[src/rtl/cache_arb_if.sv]
// cache_arb_if: requester, cache and memory signals of the two-port cache arbiter.
// slave is the arbiter's view; master is the view of the surrounding agents.
interface cache_arb_if #(
    parameter int ADR_W  = 15,
    parameter int DATA_W = 32
);
    logic              req0;
    logic              req1;
    logic [ADR_W-1:0]  adr0;
    logic [ADR_W-1:0]  adr1;
    logic              done0;
    logic              done1;
    logic [DATA_W-1:0] rdata;
    logic [ADR_W-1:0]  c_adr;
    logic              c_hit;
    logic [DATA_W-1:0] c_rdata;
    logic              c_wr;
    logic              m_rd;
    logic              m_ready;
    logic [12:0]       hit_cnt;
    logic [12:0]       miss_cnt;

    modport slave (
        input  req0, req1, adr0, adr1, c_hit, c_rdata, m_ready,
        output done0, done1, rdata, c_adr, c_wr, m_rd, hit_cnt, miss_cnt
    );

    modport master (
        output req0, req1, adr0, adr1, c_hit, c_rdata, m_ready,
        input  done0, done1, rdata, c_adr, c_wr, m_rd, hit_cnt, miss_cnt
    );
endinterface

[src/rtl/cache_arb.sv]
// cache_arb: round-robin arbiter giving two read requesters access to a cache with memory refill.
// Define CACHE_ARB_STATS_EN to build the saturating first-lookup hit/miss counters.
module cache_arb #(
    parameter int ADR_W  = 15,
    parameter int DATA_W = 32
) (
    input  logic       clk,
    input  logic       rst,
    cache_arb_if.slave bus_io
);
    localparam logic [1:0] IDLE   = 2'd0;
    localparam logic [1:0] LOOKUP = 2'd1;
    localparam logic [1:0] FILL   = 2'd2;
    localparam logic [1:0] RESP   = 2'd3;

    logic [1:0]        state_q, state_d;
    logic              idx_q, idx_d;
    logic              last_q, last_d;
    logic              refill_q, refill_d;
    logic [ADR_W-1:0]  adr_q, adr_d;
    logic [DATA_W-1:0] rdata_q, rdata_d;
    logic              gnt;

    // Port 1 wins when it alone requests, or on a tie when port 0 was served last.
    assign gnt = bus_io.req1 & (~bus_io.req0 | ~last_q);

    always_comb begin
        state_d  = state_q;
        idx_d    = idx_q;
        last_d   = last_q;
        refill_d = refill_q;
        adr_d    = adr_q;
        rdata_d  = rdata_q;
        case (state_q)
            IDLE: begin
                if (bus_io.req0 | bus_io.req1) begin
                    idx_d    = gnt;
                    last_d   = gnt;
                    adr_d    = gnt ? bus_io.adr1 : bus_io.adr0;
                    refill_d = 1'b0;
                    state_d  = LOOKUP;
                end
            end
            LOOKUP: begin
                rdata_d = bus_io.c_hit ? bus_io.c_rdata : rdata_q;
                state_d = bus_io.c_hit ? RESP : FILL;
            end
            FILL: begin
                refill_d = bus_io.m_ready ? 1'b1 : refill_q;
                state_d  = bus_io.m_ready ? LOOKUP : FILL;
            end
            default: state_d = IDLE;
        endcase
    end

    always_ff @(posedge clk or posedge rst) begin
        if (rst) begin
            state_q  <= IDLE;
            idx_q    <= 1'b0;
            last_q   <= 1'b1;
            refill_q <= 1'b0;
            adr_q    <= '0;
            rdata_q  <= '0;
        end else begin
            state_q  <= state_d;
            idx_q    <= idx_d;
            last_q   <= last_d;
            refill_q <= refill_d;
            adr_q    <= adr_d;
            rdata_q  <= rdata_d;
        end
    end

    assign bus_io.done0 = (state_q == RESP) & ~idx_q;
    assign bus_io.done1 = (state_q == RESP) & idx_q;
    assign bus_io.rdata = rdata_q;
    assign bus_io.c_adr = adr_q;
    assign bus_io.m_rd  = (state_q == FILL);
    assign bus_io.c_wr  = (state_q == FILL) & bus_io.m_ready;

`ifdef CACHE_ARB_STATS_EN
    logic [12:0] hit_q, miss_q;
    logic        hit_ev, miss_ev;

    // Only the first lookup of a transaction is a genuine hit or miss.
    assign hit_ev  = (state_q == LOOKUP) & ~refill_q & bus_io.c_hit;
    assign miss_ev = (state_q == LOOKUP) & ~refill_q & ~bus_io.c_hit;

    always_ff @(posedge clk or posedge rst) begin
        if (rst) begin
            hit_q  <= '0;
            miss_q <= '0;
        end else begin
            if (hit_ev && hit_q != 13'h1fff)
                hit_q <= hit_q + 13'd1;
            if (miss_ev && miss_q != 13'h1fff)
                miss_q <= miss_q + 13'd1;
        end
    end

    assign bus_io.hit_cnt  = hit_q;
    assign bus_io.miss_cnt = miss_q;
`else
    assign bus_io.hit_cnt  = '0;
    assign bus_io.miss_cnt = '0;
`endif
endmodule

[src/flat_wrapper.sv]
// flat-port wrapper written by rule: the top's interface ports become plain ports
module cache_arb_flat 
#(
    parameter int ADR_W  = 15,
    parameter int DATA_W = 32
)
  (clk, rst, bus_io_req0, bus_io_req1, bus_io_adr0, bus_io_adr1, bus_io_c_hit, bus_io_c_rdata, bus_io_m_ready, bus_io_done0, bus_io_done1, bus_io_rdata, bus_io_c_adr, bus_io_c_wr, bus_io_m_rd, bus_io_hit_cnt, bus_io_miss_cnt);
  cache_arb_if #(.ADR_W(ADR_W), .DATA_W(DATA_W)) bus_io_i ();
  input  logic clk;
  input  logic rst;
  input wire logic [$bits(bus_io_i.req0)-1:0] bus_io_req0;
  input wire logic [$bits(bus_io_i.req1)-1:0] bus_io_req1;
  input wire logic [$bits(bus_io_i.adr0)-1:0] bus_io_adr0;
  input wire logic [$bits(bus_io_i.adr1)-1:0] bus_io_adr1;
  input wire logic [$bits(bus_io_i.c_hit)-1:0] bus_io_c_hit;
  input wire logic [$bits(bus_io_i.c_rdata)-1:0] bus_io_c_rdata;
  input wire logic [$bits(bus_io_i.m_ready)-1:0] bus_io_m_ready;
  output wire logic [$bits(bus_io_i.done0)-1:0] bus_io_done0;
  output wire logic [$bits(bus_io_i.done1)-1:0] bus_io_done1;
  output wire logic [$bits(bus_io_i.rdata)-1:0] bus_io_rdata;
  output wire logic [$bits(bus_io_i.c_adr)-1:0] bus_io_c_adr;
  output wire logic [$bits(bus_io_i.c_wr)-1:0] bus_io_c_wr;
  output wire logic [$bits(bus_io_i.m_rd)-1:0] bus_io_m_rd;
  output wire logic [$bits(bus_io_i.hit_cnt)-1:0] bus_io_hit_cnt;
  output wire logic [$bits(bus_io_i.miss_cnt)-1:0] bus_io_miss_cnt;
  assign bus_io_i.req0 = bus_io_req0;
  assign bus_io_i.req1 = bus_io_req1;
  assign bus_io_i.adr0 = bus_io_adr0;
  assign bus_io_i.adr1 = bus_io_adr1;
  assign bus_io_i.c_hit = bus_io_c_hit;
  assign bus_io_i.c_rdata = bus_io_c_rdata;
  assign bus_io_i.m_ready = bus_io_m_ready;
  assign bus_io_done0 = bus_io_i.done0;
  assign bus_io_done1 = bus_io_i.done1;
  assign bus_io_rdata = bus_io_i.rdata;
  assign bus_io_c_adr = bus_io_i.c_adr;
  assign bus_io_c_wr = bus_io_i.c_wr;
  assign bus_io_m_rd = bus_io_i.m_rd;
  assign bus_io_hit_cnt = bus_io_i.hit_cnt;
  assign bus_io_miss_cnt = bus_io_i.miss_cnt;
  cache_arb #(.ADR_W(ADR_W), .DATA_W(DATA_W)) u_core (.clk(clk), .rst(rst), .bus_io(bus_io_i));
endmodule
[config.mk]
export PLATFORM = sky130hd
export DESIGN_NAME = cache_arb_flat
export DESIGN_NICKNAME = d
export VERILOG_FILES = /design/src/rtl/cache_arb_if.sv /design/src/rtl/cache_arb.sv /design/src/flat_wrapper.sv
export SDC_FILE = /design/constraint.sdc
export NUM_CORES = 1
export LEC_CHECK = 0
export ABC_AREA = 1
export BUFFER_PORTS_ARGS = -buffer_cell sky130_fd_sc_hd__buf_2
export CORE_ASPECT_RATIO = 1.5
export CORE_MARGIN = 4
export CORE_UTILIZATION = 40
export CTS_CLUSTER_SIZE = 20
export DETAILED_ROUTE_END_ITERATION = 7
export PLACE_DENSITY = 0.79
export SKIP_CTS_REPAIR_TIMING = 1
export SKIP_LAST_GASP = 1
export SLEW_MARGIN = 5
export SYNTH_ARGS = -nofsm -noshare
export SYNTH_HDL_FRONTEND = slang
export SYNTH_SLANG_ARGS = --single-unit
[constraint.sdc]
create_clock -name clk -period 4 [get_ports clk]
set_clock_uncertainty 0.15 [all_clocks]
set_input_delay 0.4 -clock clk [delete_from_list [all_inputs] [get_ports clk]]
set_output_delay 0.4 -clock clk [all_outputs]
set_load 0.1 [all_outputs]
==> reports/results.ini <==
[die]
die_h_um=105.8
pin_count=145
core_area_um2=6175
die_area_um2=7739
fp-row-count=35
die_x_um=73.18
start_util=0.4128

[place]
place.gp.congestion=0.7166
numPortBuffers=118
hpwl_mm=4.212
placed_area_um2=3022
post-place-ws_ns=1.944

[logic_synthesis]
netlist_area_um2=2549
syn_inst=318
synth.distinct_cells=20
syn_avg_cell_area_um2=8.015
yosys_warnings=0
ys_seq_area_frac=0.5012
synth-seq-cells=51

[final_layout]
layout.cells.most_common=buf_2
areaGrowthSynthToFinish_pct=21.75
insertedDiodeCount=0
layout-drive-gt1-share=0.3070
final_cell_mix=buf_2, nand2_1, inv_1
final_area_um2=3103
layout.nets=497

[min_path]
min_to=u_core.state_q[1]
worstHoldStart=bus_io_m_ready
min_path_type=input port to flip-flop
hold_path_depth=2

[flow_run]
maxCapViolations=0

[setup_path]
reg2reg_slack_ns=1.97
required_ns=4.03
end_kind=flip-flop
timing.rr.start=u_core.state_q[1]
crit_fanout=65
start_kind=flip-flop
critical_path_class=flip-flop to flip-flop
cp.arrival_ns=2.06
reg2reg_depth=3
timing.rr.end=u_core.bus_io.rdata[13]

[global_route]
grt_pass1_wl_mm=8.845
first_global_vias=2091
grt_max_degree=66
grt_overflow=0
antenna_found_initial=0
grt_usage=0.1410

[route]
via_count=2221
drc_errors=0
wl_per_cell_um=10.80
antenna_left=0
routed_via_density=4.407
drt_iter0_drc=68
drt-total-wl_mm=5.443
first_pass_iters=4

[timing]
worstMarginPinSlew_ns=1.045
post-route-min-period_ns=2.032
fin_ws_ns=1.968
rsz0062_at_grt=no
finalHoldViolations=0
setup_viol=0
fmax_ghz=0.4922
drv_slew=0
period_share=0.5079
fin_tns_setup_ns=0
maxSlewHeadroom=0.3023
holdWs_ns=0.1552

[clocking]
clk_pin_slew_worst_paths_ns=0.09
clkLatencyLatePin_ns=0.29
root_buffer=clkbuf_8
htreeDepth=2
cts_buffers=5
clockBufferDepth=2
cts_tree=built
clock_sinks=51

[outcome]
status=finished, final reports clean

## cell type report
type / instances / area [um2]
Tap cell: 74 / 92.59
Multi-Input combinational cell: 185 / 805.8
Fill cell: 624 / 3072
Sequential cell: 51 / 1277
Clock inverter: 1 / 5.005
Inverter: 68 / 255.2
Clock buffer: 7 / 76.32
Timing Repair Buffer: 118 / 590.6
## state kept, by name (all words and copies together) (netlist names)
signal	flops
u_core.bus_io.c_adr	15
u_core.bus_io.rdata	32
u_core.idx_q	1
u_core.last_q	1
u_core.state_q	2
## per-stage QoR
step	util	std cells
after global placement	0.4894	496
final	0.5025	504
after floorplan	-	343
after detailed placement	0.4894	496
after global routing	0.5025	504
after CTS	0.5025	504
## layer usage
layer / share of wire / global-route usage / vias to the layer above
met4: 0.012 / 0.04485 / 0
met1: 0.36 / 0.1530 / 1007
met2: 0.53 / 0.2599 / 95
met5: 0 / 0 / -
li1: - / - / 1114
met3: 0.094 / 0.03244 / 5
## worst max-delay path by stage
stage,from,to,cells past startpoint
2_1_floorplan,u_core.state_q[0],bus_io_c_wr,3
3_3_place_gp,bus_io_c_hit,u_core.bus_io.rdata[18],3
3_5_place_dp,u_core.state_q[1],u_core.bus_io.rdata[13],3
4_1_cts,u_core.state_q[1],u_core.bus_io.rdata[13],3
5_1_grt,u_core.state_q[1],u_core.bus_io.rdata[8],3
6_report,u_core.state_q[1],u_core.bus_io.rdata[13],3
## kinds of logic (layout without fill, tap and decap cells)
logic type      Yosys count  after routing  share of synthesized area
simple gates            123            123                     0.2047
buf+inv                 107            194                     0.2194
flops                    51             51                     0.5012
compound gates           36             36                    0.07315
other cells               1             26                   0.001471
## critical path, cell delays in order (launching register included)
cell,delay [ns]
dfrtp_1,0.41
inv_1,0.11
nand3_2,0.75
o21ai_0,0.47
## Yosys cell counts
cell type | count | share of area
clkbuf_2 | 1 | 0.0020
nand2_2 | 2 | 0.0049
inv_1 | 68 | 0.10
nor2_1 | 4 | 0.0059
clkbuf_1 | 1 | 0.0015
o21ai_1 | 4 | 0.0079
nor2_4 | 1 | 0.0044
o211ai_1 | 1 | 0.0029
o21ai_0 | 30 | 0.059
o21ai_2 | 1 | 0.0034
buf_2 | 2 | 0.0039
nand3_2 | 1 | 0.0039
dfrtp_1 | 50 | 0.49
nor2_2 | 1 | 0.0025
nand3_1 | 31 | 0.061
buf_4 | 29 | 0.085
conb_1 | 1 | 0.0015
dfstp_2 | 1 | 0.010
buf_6 | 6 | 0.027
nand2_1 | 83 | 0.12
Power is not shown: default switching activity piles up to over one toggle a cycle in this logic, so the estimate is an artifact.
